**src/rtl/comb_mux8_arbiter.sv**
```systemverilog
// Round-robin scheduler that shares one 8:1 word mux between eight
// valid/ready requesters and drives a registered output stage.
//
// Handshake: a word moves across an interface in any cycle where valid
// and ready are both high at the rising clock edge. A producer holds valid
// and its data stable until that happens. Ready may depend combinationally
// on the consumer's ready, but valid never depends on ready.
module comb_mux8_arbiter #(
  parameter int DATA_W    = 32,
  parameter int MAX_BURST = 4
) (
  input  logic                  clk,
  input  logic                  rst,
  input  logic [7:0]            in_valid,
  input  logic [8*DATA_W-1:0]   in_data,
  output logic [7:0]            in_ready,
  output logic                  out_valid,
  output logic [DATA_W-1:0]     out_data,
  output logic [2:0]            out_sel,
  input  logic                  out_ready,
  output logic                  busy
);

  typedef enum logic {
    IDLE  = 1'b0,
    GRANT = 1'b1
  } state_t;

  // Burst counter value at which the next accepted word ends the grant.
  localparam logic [7:0] LAST_CNT = 8'(MAX_BURST - 1);

  state_t            state;
  logic [2:0]        grant;
  logic [2:0]        ptr;
  logic [7:0]        burst_cnt;

  logic [DATA_W-1:0] words [8];
  logic [2:0]        pick;
  logic [2:0]        idx;
  logic              space;
  logic              xfer;
  logic              last_beat;
  logic              release_grant;

  // Unpack the flat requester bus into the 8:1 mux inputs.
  for (genvar g = 0; g < 8; g++) begin : g_unpack
    assign words[g] = in_data[g*DATA_W +: DATA_W];
  end

  // Round-robin pick: first valid requester scanning up from ptr with wrap.
  // Scanning from the far end down lets the nearest candidate win last.
  always_comb begin
    pick = ptr;
    idx  = ptr;
    for (int k = 7; k >= 0; k--) begin
      idx = ptr + 3'(k);
      if (in_valid[idx]) pick = idx;
    end
  end

  // Transfer and release conditions while a requester owns the mux.
  always_comb begin
    space         = !out_valid || out_ready;
    xfer          = (state == GRANT) && in_valid[grant] && space;
    last_beat     = (burst_cnt == LAST_CNT);
    release_grant = (state == GRANT) &&
                    ((xfer && last_beat) || (!in_valid[grant] && space));
  end

  // Only the owning requester ever sees ready, and only when the output
  // register can take a word this cycle.
  always_comb begin
    in_ready = '0;
    if ((state == GRANT) && space) in_ready[grant] = 1'b1;
  end

  assign busy = (state == GRANT);

  // Arbitration FSM: IDLE picks an owner, GRANT runs a bounded burst.
  always_ff @(posedge clk or posedge rst) begin
    if (rst) begin
      state     <= IDLE;
      grant     <= 3'd0;
      ptr       <= 3'd0;
      burst_cnt <= 8'd0;
    end else begin
      case (state)
        IDLE: begin
          if (in_valid != 8'd0) begin
            grant     <= pick;
            burst_cnt <= 8'd0;
            state     <= GRANT;
          end
        end
        GRANT: begin
          if (xfer) burst_cnt <= burst_cnt + 8'd1;
          if (release_grant) begin
            state <= IDLE;
            ptr   <= grant + 3'd1;
          end
        end
        default: state <= IDLE;
      endcase
    end
  end

  // Output register: load on transfer, clear on drain, hold while stalled.
  always_ff @(posedge clk or posedge rst) begin
    if (rst) begin
      out_valid <= 1'b0;
      out_data  <= '0;
      out_sel   <= 3'd0;
    end else if (xfer) begin
      out_valid <= 1'b1;
      out_data  <= words[grant];
      out_sel   <= grant;
    end else if (out_valid && out_ready) begin
      out_valid <= 1'b0;
    end
  end

endmodule
```
**config.mk**
```make
export PLATFORM = sky130hd
export DESIGN_NAME = comb_mux8_arbiter
export DESIGN_NICKNAME = d
export VERILOG_FILES = /design/src/rtl/comb_mux8_arbiter.sv
export SDC_FILE = /design/constraint.sdc
export NUM_CORES = 1
export LEC_CHECK = 0
export ABC_AREA = 1
export CAP_MARGIN = 15
export CORE_MARGIN = 2
export CORE_UTILIZATION = 30
export CTS_BUF_LIST = sky130_fd_sc_hd__clkbuf_8
export CTS_CLUSTER_SIZE = 40
export DETAILED_ROUTE_END_ITERATION = 6
export PLACE_DENSITY = 0.75
export SLEW_MARGIN = 20
export SYNTH_ARGS = -nofsm -noshare
export SYNTH_HDL_FRONTEND = slang
export SYNTH_SLANG_ARGS = --single-unit
```
**constraint.sdc**
```tcl
create_clock -name clk -period 6.14 [get_ports clk]
set_input_delay 0.921 -clock clk [delete_from_list [all_inputs] [get_ports clk]]
set_output_delay 0.921 -clock clk [all_outputs]
set_load 0.03 [all_outputs]
```
# Word-level counts from Yosys, hierarchy flattened
# Index checks and enable logic that the tools add are counted.
# word_totals
inputBits	267
register_bits	51
elab_cells	89
# classes
n_eq_ne	3
magnitude_cmp	11
bitwise_logic	2
n_reduce_logical	17
n_mux	40
add_sub_neg	9
# ops
operator	n
32-bit binary-select mux with 3-bit select	1
32-bit two-way mux	2
3-bit by 4-bit < comparator with 1-bit output (second input constant)	9
1-bit binary-select mux with 3-bit select	9
3-bit two-way mux	8
8-bit two-way mux	3
8-bit one-hot mux with 2 select lines	1
1-bit two-way mux	14
3-bit adder (second input constant)	4
8-bit by 1-bit adder with 8-bit output (second input constant)	1
8-bit by 2-bit == test with 1-bit output (second input constant)	1
1-bit logical AND	8
8-bit nonzero test	1
3-bit by 1-bit adder with 3-bit output (second input constant)	2
3-bit by 2-bit adder with 3-bit output (second input constant)	2
2-bit AND reduction	3
4-bit >= comparator (second input constant)	1
3-bit inverter with 4-bit output	1
1-bit demux with 3-bit select	1
3-bit by 1-bit >= comparator with 1-bit output (second input constant)	1
1-bit logical NOT	2
1-bit logical OR	2
2-bit by 1-bit inequality test with 1-bit output (second input constant)	1
2-bit inequality test (second input constant)	1
3 further kinds	3

# Logic depth before layout (Yosys ltp)
# logic_depth
word_depth	11
depth_mapped	19
mapped_depth_nobuf	18

# Worst setup path before layout
# OpenSTA, ideal clock, no wires.
# synth_path
kind	input to output
from	in out_ready
to	out in_ready[6]
stages	4
arrival_time_ns	2.092
path_buffers	0
slack_ns	3.127
path_cell_list	inv_1 -> nand2_1 -> nand2_1 -> nor4_1
# synth_between
elab_chain_cells	3
# synth_rtl
element	line_no	source
from (decl)	20	input logic out_ready,
1-bit logical OR	63	space = !out_valid || out_ready;
1-bit logical AND	74	if ((state == GRANT) && space) in_ready[grant] = 1'b1;
8-bit two-way mux	74	
to (decl)	16	output logic [7:0] in_ready,
# Every way passes these cells.

# Worst setup path in the final report
# Same ends and word-level chain as after synthesis.

==> flow_summary_export.csv <==
group,metric,value,unit
cells_and_area,drive_gt1_frac,0.04251,
min_path,hold_class,"flip-flop to flip-flop",
grt,grt_pass1_wl,29390,um
cts,clkSinkCount,51,
placement,port_buffers,311,
worst_setup_path,path_max_fanout,9,
routing,drt-pass1-iter-count,5,
routing,routed_wl,21080,um
placement,gp_congestion,0.8501,
timing,setup_viol,0,
floorplanning,dieArea,15180,um2
grt,track_usage,0.2581,
cts,h-tree-depth,2,
cts,clockBufferDepth,2,
power_and_ir_drop,finalPower,3.444,mW
cts,clk_pin_slew_worst_paths,0.09,ns
grt,grt_max_degree,52,
cts,cts_setup_buffers,0,
worst_setup_path,cp-start-kind,"primary input",
cts,ctsResizeCount,0,
min_path,hold-path-cell-count,1,
logic_synthesis,synth_warnings,0,
timing,rsz0062_at_grt,"no",
timing,finalHoldViolations,0,
placement,hpwl,16510,um
grt,grt_pass1_vias,5439,
routing,drtAntennaViolNets,0,
timing,finalClockSkew,0.009907,ns
routing,drc_errors,0,
logic_synthesis,ys_ff_latch,51,
cts,cts_made_buffers,5,
worst_setup_path,crit_arrival,2.81,ns
cells_and_area,final_nets,1164,
floorplanning,fp-row-count,43,
logic_synthesis,synth_nets,871,
timing,tightest_slew,0.6766,ns
timing,timing.final.crit_period,3.732,ns
floorplanning,die_y,123.2,um
timing,finalMaxSlewViolations,0,
logic_synthesis,ys_seq_area_frac,0.2994,
timing,clock.fmax,0.2679,GHz
cts,clk_latency,0.30,ns
floorplanning,io_pins,312,
timing,fin_crit_sh,0.6079,
power_and_ir_drop,p_leak,3.299,nW
power_and_ir_drop,vdd_drop_max,0.0002091,V
cts,root_buffer,"clkbuf_8",
routing,viasPerCell,5.298,
routing,wl_per_cell,19.61,um
cells_and_area,nFillCells,1345,
floorplanning,start_util,0.3071,
worst_setup_path,required,5.22,ns
worst_setup_path,criticalPathCategory,"primary input to primary output",
cells_and_area,area.growth.synth_to_final,79.28,%
routing,vias,5695,
logic_synthesis,syn_inst,600,
worst_setup_path,critPathCaptureType,"primary output",
logic_synthesis,synth.distinct_cells,39,
routing,drt-initial-drc-count,330,
worst_setup_path,rr_worst_depth,8,
timing,setup_tns,0,ns
floorplanning,die_w,123.2,um
grt,antenna_found_initial,1,
power_and_ir_drop,p_per_area,450.7,nW/um2
timing,slew_headroom,0.5489,
run,cap_violations,0,
grt,grt-ovfl-total,0,
logic_synthesis,synth.cell_area,4263,um2
cts,cts_tree,"built",
logic_synthesis,avgSynthCellArea,7.105,um2
cts,cts_hold_buf,0,
floorplanning,core_area,13880,um2
status,status,"finished clean",
cells_and_area,fin_util,0.5506,
[final timing paths]
kind / from / to / slack [ns]
max: out_ready / in_ready[6] / 2.41
min: out_data[6] / out_data[6] / 0.49
max reg2reg: grant[0] / burst_cnt[7] / 3.35
min reg2reg: out_data[6] / out_data[6] / 0.49
max in group asynchronous: rst / out_data[19] / 4.55
min in group asynchronous: rst / out_data[14] / 1.11
[cell families (layout without fill, tap and decap cells)]
logic type / after synthesis / after routing / share of synthesized area
buf+inv: 84 / 378 / 0.08189
compound gates: 137 / 137 / 0.2287
other cells: 0 / 1 / 0
fa+ha+maj: 4 / 4 / 0.01174
mux: 24 / 24 / 0.06428
flops: 51 / 51 / 0.2994
xor+xnor: 5 / 5 / 0.01027
simple gates: 295 / 295 / 0.3038
[area by class of cell]
class	instances	area, um2	share of cell area
Sequential cell	51	1276	0.1670
Tap cell	180	225.2	0.02947
Multi-Input combinational cell	465	2638	0.3451
Clock buffer	5	68.82	0.009005
Antenna cell	1	2.502	0.0003274
Clock inverter	3	63.81	0.008350
Inverter	50	187.7	0.02456
Timing Repair Buffer	320	3181	0.4162
[cells in the mapped netlist]
master,n,share of area
a21o_1,7,0.012
a21oi_1,20,0.023
a221oi_1,28,0.058
a22o_1,8,0.016
a22oi_1,44,0.077
a22oi_2,1,0.0029
a31oi_1,9,0.013
a41oi_1,1,0.0021
buf_1,1,0.00088
buf_2,15,0.018
buf_4,2,0.0035
buf_6,1,0.0026
clkbuf_1,15,0.013
clkinv_1,2,0.0018
dfrtp_1,51,0.30
ha_1,4,0.012
inv_1,45,0.040
inv_2,3,0.0026
mux2_1,14,0.037
mux2_2,9,0.024
mux2_4,1,0.0035
nand2_1,190,0.17
nand2_2,1,0.0015
nand2_4,1,0.0026
nand3_1,48,0.056
nand3b_4,1,0.0047
nand4_1,27,0.040
nor2_1,17,0.015
nor2_2,1,0.0015
nor3_1,4,0.0047
nor3_2,1,0.0023
nor3_4,1,0.0038
nor4_1,2,0.0029
o21ai_0,14,0.016
o21ai_1,2,0.0023
o22ai_1,3,0.0044
or2_2,1,0.0015
xnor2_1,2,0.0041
xor2_1,3,0.0062
[routing by layer]
layer	share of wire	track usage
met5	0	0
met3	0.092	0.05627
met1	0.39	0.3197
met4	0.022	0.07884
met2	0.50	0.4468
[per-stage QoR]
step / hold slack (ns) / area [um2] / instances / setup WS (ns)
finish: 0.4881 / 7642 / 1075 / 2.408
detailed placement: 0.4680 / 7507 / 1066 / 2.435
CTS: 0.4917 / 7640 / 1074 / 2.433
global route: 0.5061 / 7642 / 1075 / 2.358
global placement: 0.4580 / 7507 / 1066 / 2.431
floorplan: 0.5147 / 4263 / 600 / 3.127
[cells in the final DEF (no fill, tap or decap), types with 2 or more instances in the layout]
master,n
clkdlybuf4s50_1,311
nand2_1,190
dfrtp_1,51
nand3_1,48
inv_1,45
a22oi_1,44
a221oi_1,28
nand4_1,27
a21oi_1,20
nor2_1,17
o21ai_0,14
mux2_1,14
a31oi_1,9
mux2_2,9
buf_4,9
a22o_1,8
a21o_1,7
clkbuf_8,5
inv_2,4
nor3_1,4
ha_1,4
o22ai_1,3
xor2_1,3
clkinv_1,2
nor4_1,2
xnor2_1,2
o21ai_1,2
bufinv_16,2
[power by group]
part	switching, mW	internal, mW	total, mW
registers	0.133	0.494	0.627
clock network	0.117	0.161	0.278
logic	1.52	1.01	2.54
[critical path, cell delays in order]
cell and delay (ns):
clkdlybuf4s50_1 0.45, inv_1 0.04, nand2_1 0.08, nand2_1 0.28, nor4_1 0.31, clkdlybuf4s50_1 0.73
[registers in the layout, indices dropped and copies added, names as in the netlist]
signal     count
out_data      32
burst_cnt      8
grant          3
out_sel        3
ptr            3
busy           1
out_valid      1
(Power assumes the default switching activity.)
